===== config.mk =====
export PLATFORM = sky130hd
export DESIGN_NAME = insn_encoder
export DESIGN_NICKNAME = d
export VERILOG_FILES = /design/src/rtl/insn_encoder.sv
export SDC_FILE = /design/constraint.sdc
export NUM_CORES = 1
export LEC_CHECK = 0
export BUFFER_PORTS_ARGS = -buffer_cell sky130_fd_sc_hd__buf_2
export CAP_MARGIN = 20
export CELL_PAD_IN_SITES_DETAIL_PLACEMENT = 1
export CELL_PAD_IN_SITES_GLOBAL_PLACEMENT = 1
export CORE_ASPECT_RATIO = 0.7
export CORE_UTILIZATION = 43
export CTS_CLUSTER_DIAMETER = 100
export DETAILED_ROUTE_END_ITERATION = 12
export HOLD_SLACK_MARGIN = 0.15
export PLACE_DENSITY = 0.87
export SLEW_MARGIN = 30
export SYNTH_ARGS = -nofsm -noshare
export SYNTH_HDL_FRONTEND = slang
export SYNTH_SLANG_ARGS = --single-unit

===== constraint.sdc =====
create_clock -name clk_i -period 8.55 [get_ports clk_i]
set_input_delay 1.71 -clock clk_i [delete_from_list [all_inputs] [get_ports clk_i]]
set_output_delay 1.71 -clock clk_i [all_outputs]
set_load 0.005 [all_outputs]

===== src/rtl/insn_encoder.sv =====
// RV32I instruction encoder: packs decoded fields into 32-bit instruction words
// and queues them, address-tagged, in a 2-entry FIFO for the imem write port.
module insn_encoder #(
    parameter int                ADDR_W    = 16,
    parameter logic [ADDR_W-1:0] BASE_ADDR = '0
) (
    input  logic              clk_i,
    input  logic              rst_i,
    input  logic              req_valid_i,
    output logic              req_ready_o,
    input  logic [3:0]        fmt_i,
    input  logic [2:0]        funct3_i,
    input  logic              alt_i,
    input  logic [4:0]        rd_i,
    input  logic [4:0]        rs1_i,
    input  logic [4:0]        rs2_i,
    input  logic [31:0]       imm_i,
    output logic              out_valid_o,
    input  logic              out_ready_i,
    output logic [31:0]       instr_o,
    output logic [ADDR_W-1:0] addr_o,
    output logic              err_o,
    output logic [15:0]       count_o
);

    localparam logic [6:0] OP_R      = 7'b0110011;
    localparam logic [6:0] OP_I      = 7'b0010011;
    localparam logic [6:0] OP_LOAD   = 7'b0000011;
    localparam logic [6:0] OP_STORE  = 7'b0100011;
    localparam logic [6:0] OP_BRANCH = 7'b1100011;
    localparam logic [6:0] OP_LUI    = 7'b0110111;
    localparam logic [6:0] OP_AUIPC  = 7'b0010111;
    localparam logic [6:0] OP_JAL    = 7'b1101111;
    localparam logic [6:0] OP_JALR   = 7'b1100111;

    logic [31:0]       word;
    logic              illegal;
    logic [1:0]        occ;
    logic              wr_ptr;
    logic              rd_ptr;
    logic [31:0]       mem_instr [0:1];
    logic [ADDR_W-1:0] mem_addr  [0:1];
    logic [ADDR_W-1:0] next_addr;
    logic [15:0]       count;
    logic              err;
    logic              accept;
    logic              push;
    logic              pop;

    always_comb begin
        word    = '0;
        illegal = 1'b0;
        case (fmt_i)
            4'd0: begin
                word    = {1'b0, alt_i, 5'b0, rs2_i, rs1_i, funct3_i, rd_i, OP_R};
                illegal = alt_i && (funct3_i != 3'b000) && (funct3_i != 3'b101);
            end
            4'd1: begin
                if (funct3_i == 3'b001 || funct3_i == 3'b101)
                    word = {1'b0, alt_i, 5'b0, imm_i[4:0], rs1_i, funct3_i, rd_i, OP_I};
                else
                    word = {imm_i[11:0], rs1_i, funct3_i, rd_i, OP_I};
                illegal = (funct3_i == 3'b001) && alt_i;
            end
            4'd2: begin
                word    = {imm_i[11:0], rs1_i, funct3_i, rd_i, OP_LOAD};
                illegal = (funct3_i == 3'b011) || (funct3_i == 3'b110) || (funct3_i == 3'b111);
            end
            4'd3: begin
                word    = {imm_i[11:5], rs2_i, rs1_i, funct3_i, imm_i[4:0], OP_STORE};
                illegal = funct3_i > 3'b010;
            end
            4'd4: begin
                word    = {imm_i[12], imm_i[10:5], rs2_i, rs1_i, funct3_i,
                           imm_i[4:1], imm_i[11], OP_BRANCH};
                illegal = (funct3_i == 3'b010) || (funct3_i == 3'b011) || imm_i[0];
            end
            4'd5: word = {imm_i[31:12], rd_i, OP_LUI};
            4'd6: word = {imm_i[31:12], rd_i, OP_AUIPC};
            4'd7: begin
                word    = {imm_i[20], imm_i[10:1], imm_i[11], imm_i[19:12], rd_i, OP_JAL};
                illegal = imm_i[0];
            end
            4'd8: begin
                word    = {imm_i[11:0], rs1_i, funct3_i, rd_i, OP_JALR};
                illegal = funct3_i != 3'b000;
            end
            default: illegal = 1'b1;
        endcase
    end

    // Ready comes from registered occupancy only; a same-cycle pop does not free a slot.
    assign req_ready_o = occ != 2'd2;
    assign out_valid_o = occ != 2'd0;
    assign accept      = req_valid_i && req_ready_o;
    assign push        = accept && !illegal;
    assign pop         = out_valid_o && out_ready_i;

    assign instr_o = mem_instr[rd_ptr];
    assign addr_o  = mem_addr[rd_ptr];
    assign err_o   = err;
    assign count_o = count;

    always_ff @(posedge clk_i) begin
        if (rst_i) begin
            occ          <= 2'd0;
            wr_ptr       <= 1'b0;
            rd_ptr       <= 1'b0;
            mem_instr[0] <= '0;
            mem_instr[1] <= '0;
            mem_addr[0]  <= BASE_ADDR;
            mem_addr[1]  <= BASE_ADDR;
            next_addr    <= BASE_ADDR;
            count        <= '0;
            err          <= 1'b0;
        end else begin
            if (push) begin
                mem_instr[wr_ptr] <= word;
                mem_addr[wr_ptr]  <= next_addr;
                wr_ptr            <= ~wr_ptr;
                next_addr         <= next_addr + ADDR_W'(4);
            end
            if (pop) begin
                rd_ptr <= ~rd_ptr;
                count  <= count + 16'd1;
            end
            occ <= occ + {1'b0, push} - {1'b0, pop};
            if (accept && illegal)
                err <= 1'b1;
        end
    end

endmodule

## Word-level counts from Yosys, hierarchy flattened

Memory sizes are Yosys's and may differ from the RTL's. A register that Yosys moved wholly into a read port is not among the register bits.
Cells that the tools add are included.

- Register bits after elaboration: 37
- RAM bits: 96
- Word-level logic and storage cells: 68
- Memories kept: 2

- $add $sub $neg: 4
- Magnitude comparators: 1
- Equality and inequality tests: 16
- Multiplexer cells: 18
- Bitwise logic cells: 2
- Reduce and logical (&&, ||, !) cells: 19

Memories:

| memory | words | width | rd ports | clocked after Yosys merged registers in | write ports | RTL line | text |
|---|---|---|---|---|---|---|---|
| mem_instr | 2 | 32 | 1 | 1 | 2 | 41 | `logic [31:0] mem_instr [0:1];` |
| mem_addr | 2 | 16 | 1 | 1 | 2 | 42 | `logic [ADDR_W-1:0] mem_addr [0:1];` |

Operators with widths:

| cell | count |
|---|---|
| $pmux W32 S9 | 1 |
| $mux W32 | 2 |
| $reduce_or A32 Y1 | 1 |
| $add A16 B1 Y16 const B | 1 |
| $add A16 B3 Y16 const B | 1 |
| $eq A4 B3 Y1 const B | 4 |
| $mux W16 | 1 |
| $reduce_or A16 Y1 | 1 |
| $mux W1 | 13 |
| $eq A3 B3 Y1 const B | 3 |
| $eq A4 B2 Y1 const B | 2 |
| $pmux W1 S8 | 1 |
| $logic_and A1 B1 Y1 | 7 |
| $eq A3 B2 Y1 const B | 2 |
| $logic_or A1 B1 Y1 | 5 |
| $eq A4 B1 Y1 const B | 1 |
| $eq A4 B4 Y1 const B | 1 |
| $logic_not A4 Y1 | 1 |
| $eq A3 B1 Y1 const B | 1 |
| $gt A3 B2 Y1 const B | 1 |
| $ne A3 B3 Y1 const B | 1 |
| $reduce_bool A3 Y1 | 1 |
| $add A2 B1 Y2 | 1 |
| $ne A2 B2 Y1 const B | 1 |
| 5 further kinds | 6 |

## Depth between registers and ports, before layout

Gate-level depths: netlist of run 1.

- Depth in word-level cells: 11
- Depth in mapped cells: 15

## Worst setup path before layout of run 1

OpenSTA, ideal clock, no wires.

- Path type: input port to flip-flop
- From: input port fmt_i[0]
- To: memory mem_addr[0][10] (enable)
- Setup time: 0.510 ns
- Data arrival time: 6.165 ns
- Required time: 8.040 ns
- Path slack: 1.875 ns
- Stages: 9
- Path through: buf_4 > nor2_2 > a32o_1 > a32oi_1 > nand3_2 > buf_6 > buf_4 > buf_6 > o21ai_0

RTL lines:

| item | RTL line | text |
|---|---|---|
| from (decl) | 11 | `input logic [3:0] fmt_i,` |
| to (decl) | 42 |  |

==> results of run 1 <==
==> cell type report <==
| cell class | instances | area (um2) | share of cell area |
|---|---|---|---|
| Timing Repair Buffer | 126 | 638 | 0.0863 |
| Sequential cell | 126 | 3430 | 0.464 |
| Clock inverter | 11 | 118 | 0.0159 |
| Inverter | 9 | 36.3 | 0.00491 |
| Tap cell | 190 | 238 | 0.0322 |
| Multi-Input combinational cell | 381 | 2490 | 0.338 |
| Clock buffer | 21 | 440 | 0.0596 |
==> worst min-delay path by stage <==
stage                      start            to  slack [ps]  cells past startpoint
floorplan                 wr_ptr        wr_ptr         450                      2
global placement    next_addr[9]  next_addr[9]         460                      2
detailed placement  next_addr[9]  next_addr[9]         490                      2
CTS                 next_addr[9]  next_addr[9]         500                      2
global route        next_addr[9]  next_addr[9]         520                      2
finish              next_addr[9]  next_addr[9]         490                      2
==> metrics by stage <==
stage | utilization | cells
floorplan | - | 553
global placement | 0.490 | 832
detailed placement | 0.491 | 832
CTS | 0.531 | 864
global route | 0.531 | 864
finish | 0.531 | 864
==> cells by family after synthesis <==
kind of cell,synth area share
AO/OA/AOI/OAI,0.0925
XOR/XNOR,0.0314
adder cells (fa/ha/maj),0.00980
buffers and inverters,0.0384
flip-flops,0.558
multiplexers,0.0896
other,0.000612
AND/OR/NAND/NOR,0.179
==> worst register-to-register path, cell delays in order (launching register included) <==
cell and delay (ps):
dfxtp_1 360, nand2b_1 190, and2_1 180, and3_1 210, nand3_2 450, or3b_1 600, nand2_4 530
==> flip-flops by register name (all words and copies together), names as in the netlist, named ones only <==
signal,cells
wr_ptr,1
count_o,16
rd_ptr,1
mem_addr,28
occ,2
mem_instr,62
next_addr,14
err_o,1
==> report_power, final <==
part | internal, mW | leakage (nW) | total [mW] | switching (mW)
clock | 0.427 | 0.263 | 0.688 | 0.261
combinational | 0.145 | 1.41 | 0.290 | 0.145
sequential | 0.701 | 1.23 | 0.748 | 0.0475
==> cells in the mapped netlist, types with 2 or more instances <==
cell type and n:
a21oi_1 25, a221oi_1 4, a222oi_1 4, a22oi_1 14
a311oi_1 5, a31oi_1 3, and2_1 32, and3_1 4
and4_1 3, buf_1 2, buf_2 9, buf_4 5
buf_6 4, clkbuf_1 17, dfxtp_1 36, edfxtp_1 90
ha_1 4, inv_1 7, mux2_2 47, mux2i_1 2
nand2_1 28, nand2b_1 4, nand3_1 13, nand4_1 10
nor2_1 92, nor2b_1 6, nor3_1 3, o21ai_0 8
o31ai_1 8, or2_2 4, or3_1 5, or4_1 8
xnor2_1 8, xor2_1 14
==> routing by layer <==
layer  share of wire  vias up  global-route usage
li1                -     2230                   -
met5               0        -                   0
met1            0.44     2345               0.292
met4           0.013        0              0.0834
met3           0.053       18              0.0619
met2            0.49      151               0.401
==> impl_metrics.env, run 1 <==
export IMPL_status="finished clean"
export IMPL_overflow=0
export IMPL_ctsHoldBuffers=0
export IMPL_gp_congestion=0.849
export IMPL_cts_resized=0
export IMPL_cts_tree="done"
export IMPL_drive_gt1_frac=0.315
export IMPL_clk_latency_ps=410
export IMPL_hold_viol_final=0
export IMPL_ys_ff_latch=126
export IMPL_setup_ws_ps=3890
export IMPL_viasPerCell=5.49
export IMPL_fin_area_um2=7390
export IMPL_post_dp_cell_area_um2=6830
export IMPL_crit_buf_inv=1
export IMPL_endpoint_kind="register"
export IMPL_cts_setup_buffers=0
export IMPL_yosysWarnings=0
export IMPL_clockRootBuffer="clkbuf_16"
export IMPL_initial_utilization=0.440
export IMPL_ys_top_cells_by_area="edfxtp_1 44%, dfxtp_1 12%, mux2_2 8.6%"
export IMPL_crit_path_max_fanout=45
export IMPL_reg2reg_to="mem_addr[1][7]"
export IMPL_yosysTopAreaCellShare=0.441
export IMPL_crit_cells=7
export IMPL_mostFrequentLayoutCell="buf_2"
export IMPL_holdWs_ps=492
export IMPL_finalCritPeriodShare=0.545
export IMPL_r2r_cells=6
export IMPL_clock_sinks=126
export IMPL_cp_cell_sequence="buf_2 > nor2_2 > a32o_1 > a32oi_1 > nand3_2 > or3b_1 > nand2_4"
export IMPL_dp_slack_ps=3530
export IMPL_synth_edf_count=90
export IMPL_area_growth_pct=20.6
export IMPL_ant_nets=0
export IMPL_p_total_mw=1.73
export IMPL_critPathCapture="mem_addr[1][7]"
export IMPL_die_height_um=102
export IMPL_period_needed_ps=4660
export IMPL_dieArea_um2=14700
export IMPL_num_vias=4744
export IMPL_max_stage_delay_ps=590
export IMPL_synth_cell_types=58
export IMPL_startpoint="fmt_i[1]"
export IMPL_maxCapViolations=0
export IMPL_wire_per_inst_um=19.1
export IMPL_drc_errors=0
export IMPL_diodes=0
export IMPL_setup_viol=0
export IMPL_critPathSlowestCell="or3b_1"
export IMPL_firstDrtPassIters=5
export IMPL_ff2ff_setup_slack_ps=5650
export IMPL_cts_buffer_depth=2
export IMPL_fmax_ghz=0.214
export IMPL_grt_pass1_wl_um=25800
export IMPL_async_reset_ff_frac=0
export IMPL_drv_slew=0
export IMPL_synthCells=552
export IMPL_start_kind="input port"
export IMPL_fp_row_count=36
export IMPL_io_pins=126
export IMPL_fillers=1535
export IMPL_port_buffers=123
export IMPL_worstSetupPathType="input port to register"
export IMPL_p_per_area_nw_per_um2=234
export IMPL_synth_largest_area_cell="edfxtp_1"
export IMPL_r2r_start="occ[0]"
export IMPL_cp_required_ps=8590
export IMPL_syn_avg_cell_area_um2=11.1
export IMPL_ir_drop_mv=0.167
export IMPL_mostFrequentLayoutCells="123 x buf_2, 92 x nor2_1, 90 x edfxtp_1"
export IMPL_numCtsBuffers=17
export IMPL_grt_use_total=0.236
export IMPL_wirelength_um=16500
export IMPL_core_area_um2=13900
export IMPL_hpwl_um=11100
export IMPL_rsz0062_at_grt="no"
export IMPL_cp_top_family="simple AND/OR/NAND/NOR gates"
export IMPL_antenna_found_initial=0
export IMPL_grt_pass1_vias=4987
export IMPL_path_clk_slew_ps=50
export IMPL_max_slew_margin_rel=0.357
export IMPL_skew_ps=5.34
export IMPL_tightest_slew_ps=965
export IMPL_min_path_type="register to register"
export IMPL_cp_arrival_ps=4700
export IMPL_drt_iter0_drc=249
export IMPL_fin_tns_setup_ps=0
export IMPL_synthesis_area_um2=6130
export IMPL_nets=724
export IMPL_p_leak_nw=2.90
export IMPL_dieWidth_um=145
export IMPL_seq_area_frac_synth=0.558
export IMPL_htreeDepth=4
export IMPL_grt_start_max_net_pins=46
export IMPL_synth_main_ff_cell="edfxtp_1"
No activity file was read; power rests on OpenSTA's default activity.
==> run 2, diff against run 1 <==
- CORE_UTILIZATION: 43 -> 39
- PLACE_DENSITY: 0.87 -> 0.83
- clock period: 8.55 -> 4.22 ns (I/O delays scaled with it)
==> impl_metrics.env, run 2 (synthesis gave the netlist of run 1 again) <==
export IMPL_mostFrequentLayoutCell="buf_2"
export IMPL_max_slew_margin_rel=0.446
export IMPL_firstDrtPassIters=5
export IMPL_start_kind="input port"
export IMPL_wire_per_inst_um=19.0
export IMPL_drive_gt1_frac=0.322
export IMPL_fin_tns_setup_ps=0
export IMPL_cts_resized=0
export IMPL_hold_viol_final=0
export IMPL_tightest_slew_ps=830
export IMPL_grt_use_met1=0.276
export IMPL_setup_viol=0
export IMPL_dieArea_um2=16200
export IMPL_p_per_area_nw_per_um2=474
export IMPL_skew_ps=6.40
export IMPL_num_vias=4791
export IMPL_port_buffers=123
export IMPL_busiest_layer="met2"
export IMPL_cp_top_family="simple AND/OR/NAND/NOR gates"
export IMPL_grt_use_total=0.216
export IMPL_drv_slew=0
export IMPL_gp_congestion=0.841
export IMPL_wirelength_um=16600
export IMPL_drc_errors=0
export IMPL_cts_buffer_depth=2
export IMPL_period_needed_ps=3470
export IMPL_finalCritPeriodShare=0.823
export IMPL_grt_pass1_wl_um=26900
export IMPL_clockRootBuffer="clkbuf_16"
export IMPL_nets=728
export IMPL_cts_tree="done"
export IMPL_area_growth_pct=21.3
export IMPL_mostFrequentLayoutCells="123 x buf_2, 92 x nor2_1, 90 x edfxtp_1"
export IMPL_ant_nets=0
export IMPL_status="finished clean"
export IMPL_dp_cells=841
export IMPL_die_height_um=107
export IMPL_worstSetupPathType="input port to register"
export IMPL_ctsHoldBuffers=0
export IMPL_grtUsageMet2=0.350
export IMPL_crit_buf_inv=3
export IMPL_cp_cell_sequence="buf_2 > nor2_2 > a32o_1 > a32oi_1 > nand3_2 > or3b_1 > buf_4 > inv_2 > and2_1"
export IMPL_ir_drop_mv=0.244
export IMPL_dieWidth_um=152
export IMPL_cp_arrival_ps=3750
export IMPL_diodes=0
export IMPL_io_pins=126
export IMPL_min_path_type="register to register"
export IMPL_cts_setup_buffers=0
export IMPL_crit_cells=9
export IMPL_core_area_um2=15000
export IMPL_path_clk_slew_ps=50
export IMPL_numCtsBuffers=17
export IMPL_hold_path_depth=2
export IMPL_rsz0062_at_grt="no"
export IMPL_cp_required_ps=4500
export IMPL_clk_latency_ps=420
export IMPL_grt_start_max_net_pins=46
export IMPL_viasPerCell=5.49
export IMPL_initial_utilization=0.409
export IMPL_htreeDepth=4
export IMPL_critPathSlowestCell="or3b_1"
export IMPL_overflow=0
export IMPL_p_leak_nw=2.93
export IMPL_fin_cells=873
export IMPL_r2r_cells=8
export IMPL_maxCapViolations=0
export IMPL_fp_row_count=37
export IMPL_antenna_found_initial=0
export IMPL_regMostFlops="mem_instr"
export IMPL_hpwl_um=11600
export IMPL_grtUsageMet3=0.0631
export IMPL_grt_pass1_vias=5056
export IMPL_clock_sinks=126
export IMPL_crit_path_max_fanout=31
export IMPL_drt_iter0_drc=309
export IMPL_max_stage_delay_ps=510
export IMPL_endpoint_kind="register"
export IMPL_largest_reg_flops=62
export IMPL_fmax_ghz=0.288
[run 2: cell count changes in the layout (fill, tap and decap cells not counted), sizes merged]
cell      previous run  this run
clkinvlp             3         4
inv                 10         9
buf                126       130
[run 2: area by class of cell]
cell class,count,area [um2]
clock inverters,11,119
multi-input cells,381,2490
inverters,9,36.3
repair buffers,130,681
clock buffers,21,440
flip-flops and latches,126,3420
well taps,195,244
fillers,1657,7560
[run 2: per-layer routing]
layer / vias to the layer above / routed length, um / part of all wire
li1: 2228 / - / -
met3: 28 / 1110 / 0.067
met5: - / 0 / 0
met4: 0 / 261 / 0.016
met1: 2362 / 7410 / 0.45
met2: 173 / 7830 / 0.47
[run 2: per-stage QoR]
stage	total power [mW]	hold slack, ps	setup WS [ps]	util	area, um2
final	3.52	493	748	0.496	7430
after global routing	3.67	544	628	0.496	7430
after CTS	3.55	491	782	0.496	7430
after detailed placement	2.14	476	352	0.458	6880
after global placement	2.11	459	610	0.458	6880
after floorplan	1.89	452	499	-	6140
[run 2: report_power, final]
part	total (mW)	internal, mW	leakage, nW	switching [mW]
Sequential	1.49	1.42	1.23	0.0755
Combinational	0.624	0.304	1.43	0.320
Clock	1.41	0.864	0.263	0.543
Total	3.52	2.58	2.93	0.939
[run 2: path summary, 6_finish.rpt]
kind,start,endpoint,slack [ps]
hold reg to reg,next_addr[9],next_addr[9],490
setup reg to reg,occ[0],mem_addr[1][7],1560
hold / removal,next_addr[9],next_addr[9],490
setup / recovery,fmt_i[1],mem_addr[1][7],750
[run 2: tightest hold or removal path, cell delays in order, from the launching register on]
cell     delay [ps]
dfxtp_1         320
o31ai_1          70
a21oi_1          60
